[src/rtl/wb_fasm_bridge.sv]
// Wishbone classic slave front-end for the FASM register bank: writes become a
// one-cycle FASM write strobe, reads wait a fixed latency before capturing rd_data.
//
// state   | meaning
// IDLE    | waiting for cyc_i & stb_i
// WR_ACK  | write strobe and ack asserted for one cycle
// RD_WAIT | read address registered, counting down the read latency
// RD_ACK  | read data captured, ack asserted for one cycle
module wb_fasm_bridge #(
  parameter int DATA_WIDTH   = 8,
  parameter int READ_LATENCY = 1
) (
  input  logic                  clk,
  input  logic                  reset,
  input  logic                  cyc_i,
  input  logic                  stb_i,
  input  logic                  we_i,
  input  logic [DATA_WIDTH-1:0] adr_i,
  input  logic [DATA_WIDTH-1:0] dat_i,
  output logic [DATA_WIDTH-1:0] dat_o,
  output logic                  ack_o,
  output logic                  we,
  output logic [DATA_WIDTH-1:0] adr_wr,
  output logic [DATA_WIDTH-1:0] adr_rd,
  output logic [DATA_WIDTH-1:0] din,
  input  logic [DATA_WIDTH-1:0] rd_data
);

  localparam int CW = 4;
  localparam logic [CW-1:0] LAT_LOAD = CW'(READ_LATENCY - 1);

  typedef enum logic [1:0] {IDLE, WR_ACK, RD_WAIT, RD_ACK} state_t;

  state_t          state;
  logic [CW-1:0]   lat_cnt;

  always_ff @(posedge clk) begin
    if (reset) begin
      state   <= IDLE;
      ack_o   <= 1'b0;
      we      <= 1'b0;
      adr_wr  <= '0;
      adr_rd  <= '0;
      din     <= '0;
      dat_o   <= '0;
      lat_cnt <= '0;
    end else begin
      case (state)
        IDLE: begin
          if (cyc_i && stb_i) begin
            if (we_i) begin
              adr_wr <= adr_i;
              din    <= dat_i;
              we     <= 1'b1;
              ack_o  <= 1'b1;
              state  <= WR_ACK;
            end else begin
              adr_rd  <= adr_i;
              lat_cnt <= LAT_LOAD;
              state   <= RD_WAIT;
            end
          end
        end
        WR_ACK: begin
          we    <= 1'b0;
          ack_o <= 1'b0;
          state <= IDLE;
        end
        RD_WAIT: begin
          // an abort wins over a read that would complete on this edge
          if (!cyc_i) begin
            state <= IDLE;
          end else if (lat_cnt == '0) begin
            dat_o <= rd_data;
            ack_o <= 1'b1;
            state <= RD_ACK;
          end else begin
            lat_cnt <= lat_cnt - 1'b1;
          end
        end
        RD_ACK: begin
          ack_o <= 1'b0;
          state <= IDLE;
        end
        default: state <= IDLE;
      endcase
    end
  end

endmodule

[config.mk]
export PLATFORM = sky130hd
export DESIGN_NAME = wb_fasm_bridge
export DESIGN_NICKNAME = d
export VERILOG_FILES = /design/src/rtl/wb_fasm_bridge.sv
export SDC_FILE = /design/constraint.sdc
export NUM_CORES = 1
export LEC_CHECK = 0
export BUFFER_PORTS_ARGS = -buffer_cell sky130_fd_sc_hd__buf_2
export CAP_MARGIN = 0
export CORE_MARGIN = 2
export CORE_UTILIZATION = 45
export DETAILED_ROUTE_END_ITERATION = 10
export GPL_TIMING_DRIVEN = 0
export PLACE_DENSITY = 0.8
export SYNTH_ARGS = -nofsm -noshare
export SYNTH_HDL_FRONTEND = slang
export SYNTH_SLANG_ARGS = --single-unit
[constraint.sdc]
create_clock -name clk -period 2.5 [get_ports clk]
set_input_delay 0.25 -clock clk [delete_from_list [all_inputs] [get_ports clk]]
set_output_delay 0.25 -clock clk [all_outputs]
set_load 0.1 [all_outputs]
**Yosys cells after proc, flatten, opt, wreduce, memory -nomap -nowiden**

Index checks and enable logic that the tools add are counted.

- Bits of input ports: 29
- Bits in registers: 40
- Output and inout bits: 34
- Word-level logic and storage cells: 49

- Muxes and demuxes: 16
- Bitwise gates (word level): 1
- Reduce and logical (&&, ||, !) cells: 13
- Equal/unequal tests: 10
- $add $sub $neg: 1

Operators with widths:

| operator | count |
|---|---|
| $mux 4 | 4 |
| $ne 2x2->1 const B | 6 |
| $reduce_and 3->1 | 4 |
| $mux 2 | 4 |
| $pmux 4 s2 | 1 |
| $pmux 2 s3 | 1 |
| $reduce_and 5->1 | 1 |
| $eq 2x2->1 const B | 2 |
| $logic_not 4->1 | 1 |
| $mux 1 | 4 |
| $reduce_and 4->1 | 1 |
| $reduce_bool 2->1 | 2 |
| $sub 4x1->4 const B | 1 |
| $ne 3x3->1 const B | 1 |
| $pmux 1 s3 | 1 |
| $eq 2x1->1 const B | 1 |
| $logic_not 2->1 | 1 |
| $pmux 1 s2 | 1 |
| $reduce_and 2->1 | 1 |
| $reduce_or 2->1 | 1 |
| $logic_and 1x1->1 | 1 |
| $not 1->1 | 1 |

**Longest topological paths before layout**

- Word-level depth: 4
- Depth in mapped cells: 7
- Depth with buffers taken out: 6

**Worst setup path before layout**

No wires, ideal clock.

- Path kind: register to register
- Start: register lat_cnt[0]
- End: register dat_o[3]
- Arrival time: 1.409 ns
- Stages on the path, launching flop included: 7
- Data required time: 2.372 ns
- Setup slack: 0.963 ns
- Library setup time: 0.128 ns
- Buffers on the path: 0
- Period minus slack after synthesis: 1.537 ns
- Path through: dfxtp_1 inv_1 ha_1 or3b_4 nor2_8 mux2i_1 nor2_1

- Cells in the longest elaborated chain, start to end: 2

Ends and longest elaborated chain:

| item | RTL line | source |
|---|---|---|
| start: declaration | 35 | `logic [CW-1:0] lat_cnt;` |
| start signal: assignment | 78 | `lat_cnt <= lat_cnt - 1'b1;` |
| $logic_not 4->1 | 73 | `end else if (lat_cnt == '0) begin` |
| $reduce_and 3->1 (no source line) | - |  |
| end signal: assignment | 74 | `dat_o <= rd_data;` |
| end: declaration | 20 | `output logic [DATA_WIDTH-1:0] dat_o,` |

No other way between the ends.
A chain may end at the register's enable or synchronous reset.

**Worst setup path after layout**

- Start: register lat_cnt[0]
- End: register dat_o[4]

Same word-level chain as after synthesis.

==> impl_summary.md <==
Global routing
Entering global routing, the biggest net connects 13 pins. The initial antenna violation count is 0. The final global-route overflow total is 0. In the global route stage, overall resource usage came out at 0.177.

The first global-routing pass estimated 5530 um of wire. The via count of the first global-routing pass is 1243.

Floorplan
From bottom edge to top edge, the die measures 63.4 um. Row generation in the floorplan step produced 21 rows. The die width is 63.4 um.

The count of pins on the block boundary is 63. The core area is 3360 um^2. The die covers 4030 um^2. For this configuration, the core starts out at a cell density of 0.473.

Critical path
STA classifies the critical path startpoint as a register. Data on the critical path arrives at its endpoint at 1910 ps. STA classifies the critical path endpoint as a register. The setup path with the least slack is of type reg2reg. In this run the worst path has a maximum fanout of 8. For the worst setup path, the data required time is 2730 ps.

Synth
The average instance in the mapped netlist occupies 10.5 um^2. The number of flops mapped to enable cells by yosys is 0. After synthesis, the most frequently instantiated cells are 40 x dfxtp_1, 36 x nor2_1, 32 x mux2i_1, 4 x a21oi_1, 4 x inv_1. The sequential fraction of the synthesis area is 0.504. Of the post-synthesis cell area, the dominant cell type holds 0.504. The proportion of register bits with asynchronous set or reset after synthesis is 0. The flop and latch count out of synthesis is 40. The number of distinct library cells after synthesis is 32. Of all cell types, the one taking the most synthesized area is dfxtp_1. The cell with the most instances after synthesis is dfxtp_1. The post-synthesis instance total is 152. The total of warnings raised by yosys is 0. In the synthesized netlist the dominant register cell turns out to be dfxtp_1. Ranked by total cell area, the synthesized netlist is headed by dfxtp_1 50%, mux2i_1 20%, nor2_1 8.5%.

In this run the cell area of the synthesized design comes to 1590 um^2. The post-synth net total is 183.

Clock tree
The cell at the root of the clock tree is clkbuf_4. In this run the deepest clock path goes through 2 buffers. The clock reaches the later pin of the worst-skew pair after 350 ps. The number of clock buffers inserted by TritonCTS is 5. After clock tree synthesis, the repair step resized 0 gates. The H-tree level count is 2.

The clock-pin slew on the worst setup and hold paths is 110 ps. The CTS tree is built. After clock tree synthesis, the setup repair step added 0 buffers. For this design, the CTS-stage hold fixing added 0 buffers. The number of sinks handled by clock tree synthesis is 40.

Place
The HPWL reported at the end of detailed placement is 2430 um. Prior to clock tree synthesis, the placed netlist has a worst setup slack of 844 ps. Once placement completed, the tool counted placed cells totaling 260.

The count of buffers from port buffering is 62. The congestion estimate from routability-driven global placement came to 0.775.

Layout
The sequential cell area in the final layout is 801 um^2. In the final layout, the multi-input gates occupy 716 um^2. The net count of the finished layout is 252.

The area overhead of the layout relative to synthesis is 26.3%. The finished layout holds 267 standard cells, fillers aside. Counting the fill cells in the layout gives 331. The count of antenna diodes in the layout is 0.

At the end of the flow the core is filled with cells to 0.597. In the final layout, the share of cells above drive strength 1 is 0.357.

Pwr
The total internal power is 0.000818 W. The analysis attributes to cell leakage a power of 1.01 nW. Of the total power, the share spent switching nets is 0.326. Power spread over the standard cell area amounts to 604 nW/um^2. Of the total power, combinational logic draws 0.196. The net switching component of the power is 0.000395 W. The highest ir drop seen on vdd is 0.380 mV. The part of the power in the clock network is 0.256.

The post-route total power is 0.00121 W. Of the total power, registers draw 0.548.

Drt
The number of routed nets with antenna violations is 0. The overall via count from detail_route is 1293. Summed over all layers, the routed wires come to 3270 um.

The detailed-router iteration count before antenna repair is 4. After detailed routing, the number of remaining DRC violations is 0. The per-cell via count in the routed design is 4.84. After the first detailed-routing iteration, the DRC count stood at 57. The detailed-route wire length per cell is 12.3 um.

Timing
For the final routed database, the setup TNS stands at 0 ps. After layout, the worst setup slack is 821 ps. The pin slew with the least headroom to its limit is 496 ps. The worst setup skew after layout is 10.1 ps.

Setup repair after global routing left no endpoint under its margin. Dividing the final minimum period by the clock period gives 0.672. Measured against its own limit, the worst slew margin works out to 0.669. The final critical-path required period is 1680 ps. Setup violations remaining at the end of the flow were counted as 0. The number of hold-slack violations in the final timing report is 0.

The final-report max-slew violation count is 0. The highest clock rate is 595 MHz.

Hold path
The worst hold path class is in2reg.

Status
The run finished with clean final reports.

Flow run
The number of maximum-capacitance violations is 0.
routing by layer:
metal | track usage | vias to the layer above | routed length (um)
met5 | 0 | - | 0
met3 | 0.0607 | 5 | 221
met2 | 0.292 | 44 | 1530
met1 | 0.215 | 589 | 1480
li1 | - | 655 | -
met4 | 0.0571 | 0 | 48
worst paths after layout:
check | from | slack, ps | endpoint | cells past startpoint
max | lat_cnt[0] | 820 | dat_o[4] | 6
min | reset | 110 | state[0] | 2
max reg2reg | lat_cnt[0] | 820 | dat_o[4] | 6
min reg2reg | ack_o | 470 | ack_o | 1
critical path: stages (launching register included):
cell and delay [ps]:
dfxtp_1 350, inv_1 80, ha_1 200, or3b_4 440, nor2_8 220, mux2i_1 220, nor2_1 50
registers in the layout, indices dropped and copies added (netlist names):
name / count
ack_o: 1
adr_rd: 8
adr_wr: 8
dat_o: 8
din: 8
lat_cnt: 4
state: 2
we: 1
power by group through the flow:
stage               Clock, W  Sequential (W)  Combinational [W]
floorplan                  0        0.000800          0.0000619
global route        0.000354        0.000667           0.000251
CTS                 0.000320        0.000664           0.000239
detailed placement         0        0.000678           0.000238
finish              0.000311        0.000664           0.000237
global placement           0        0.000678           0.000236
cell families after synthesis:
kind of cell | synth area share
fa+ha+maj | 0.0157
mux | 0.208
compound gates | 0.0496
buf+inv | 0.0464
simple gates | 0.176
flops | 0.504
per-stage QoR:
step / hold WS (ps) / area (um^2)
floorplan: 342 / 1590
global placement: 440 / 1960
detailed placement: 451 / 1960
CTS: 100 / 2010
global route: 103 / 2010
finish: 114 / 2010
area by class of cell:
cell class | count | share of cell area
clock buffers | 5 | 0.0187
multi-input cells | 100 | 0.356
inverters | 4 | 0.00748
plain buffers | 8 | 0.0293
flip-flops and latches | 40 | 0.399
clock inverters | 2 | 0.00623
repair buffers | 62 | 0.155
well taps | 46 | 0.0287
placed cells by master (no fill, tap or decap), types with 2 or more instances in the layout:
cell,synthesis,final
nand4_1,2,2
o21ai_0,2,2
ha_1,2,2
nor3_1,3,3
clkbuf_4,0,5
nand2b_1,3,3
clkbuf_1,3,3
mux2i_1,32,32
nor2_1,36,36
a21oi_1,4,4
inv_1,4,4
dfxtp_1,40,40
buf_2,1,63
Power figures use the tool's default switching activity.
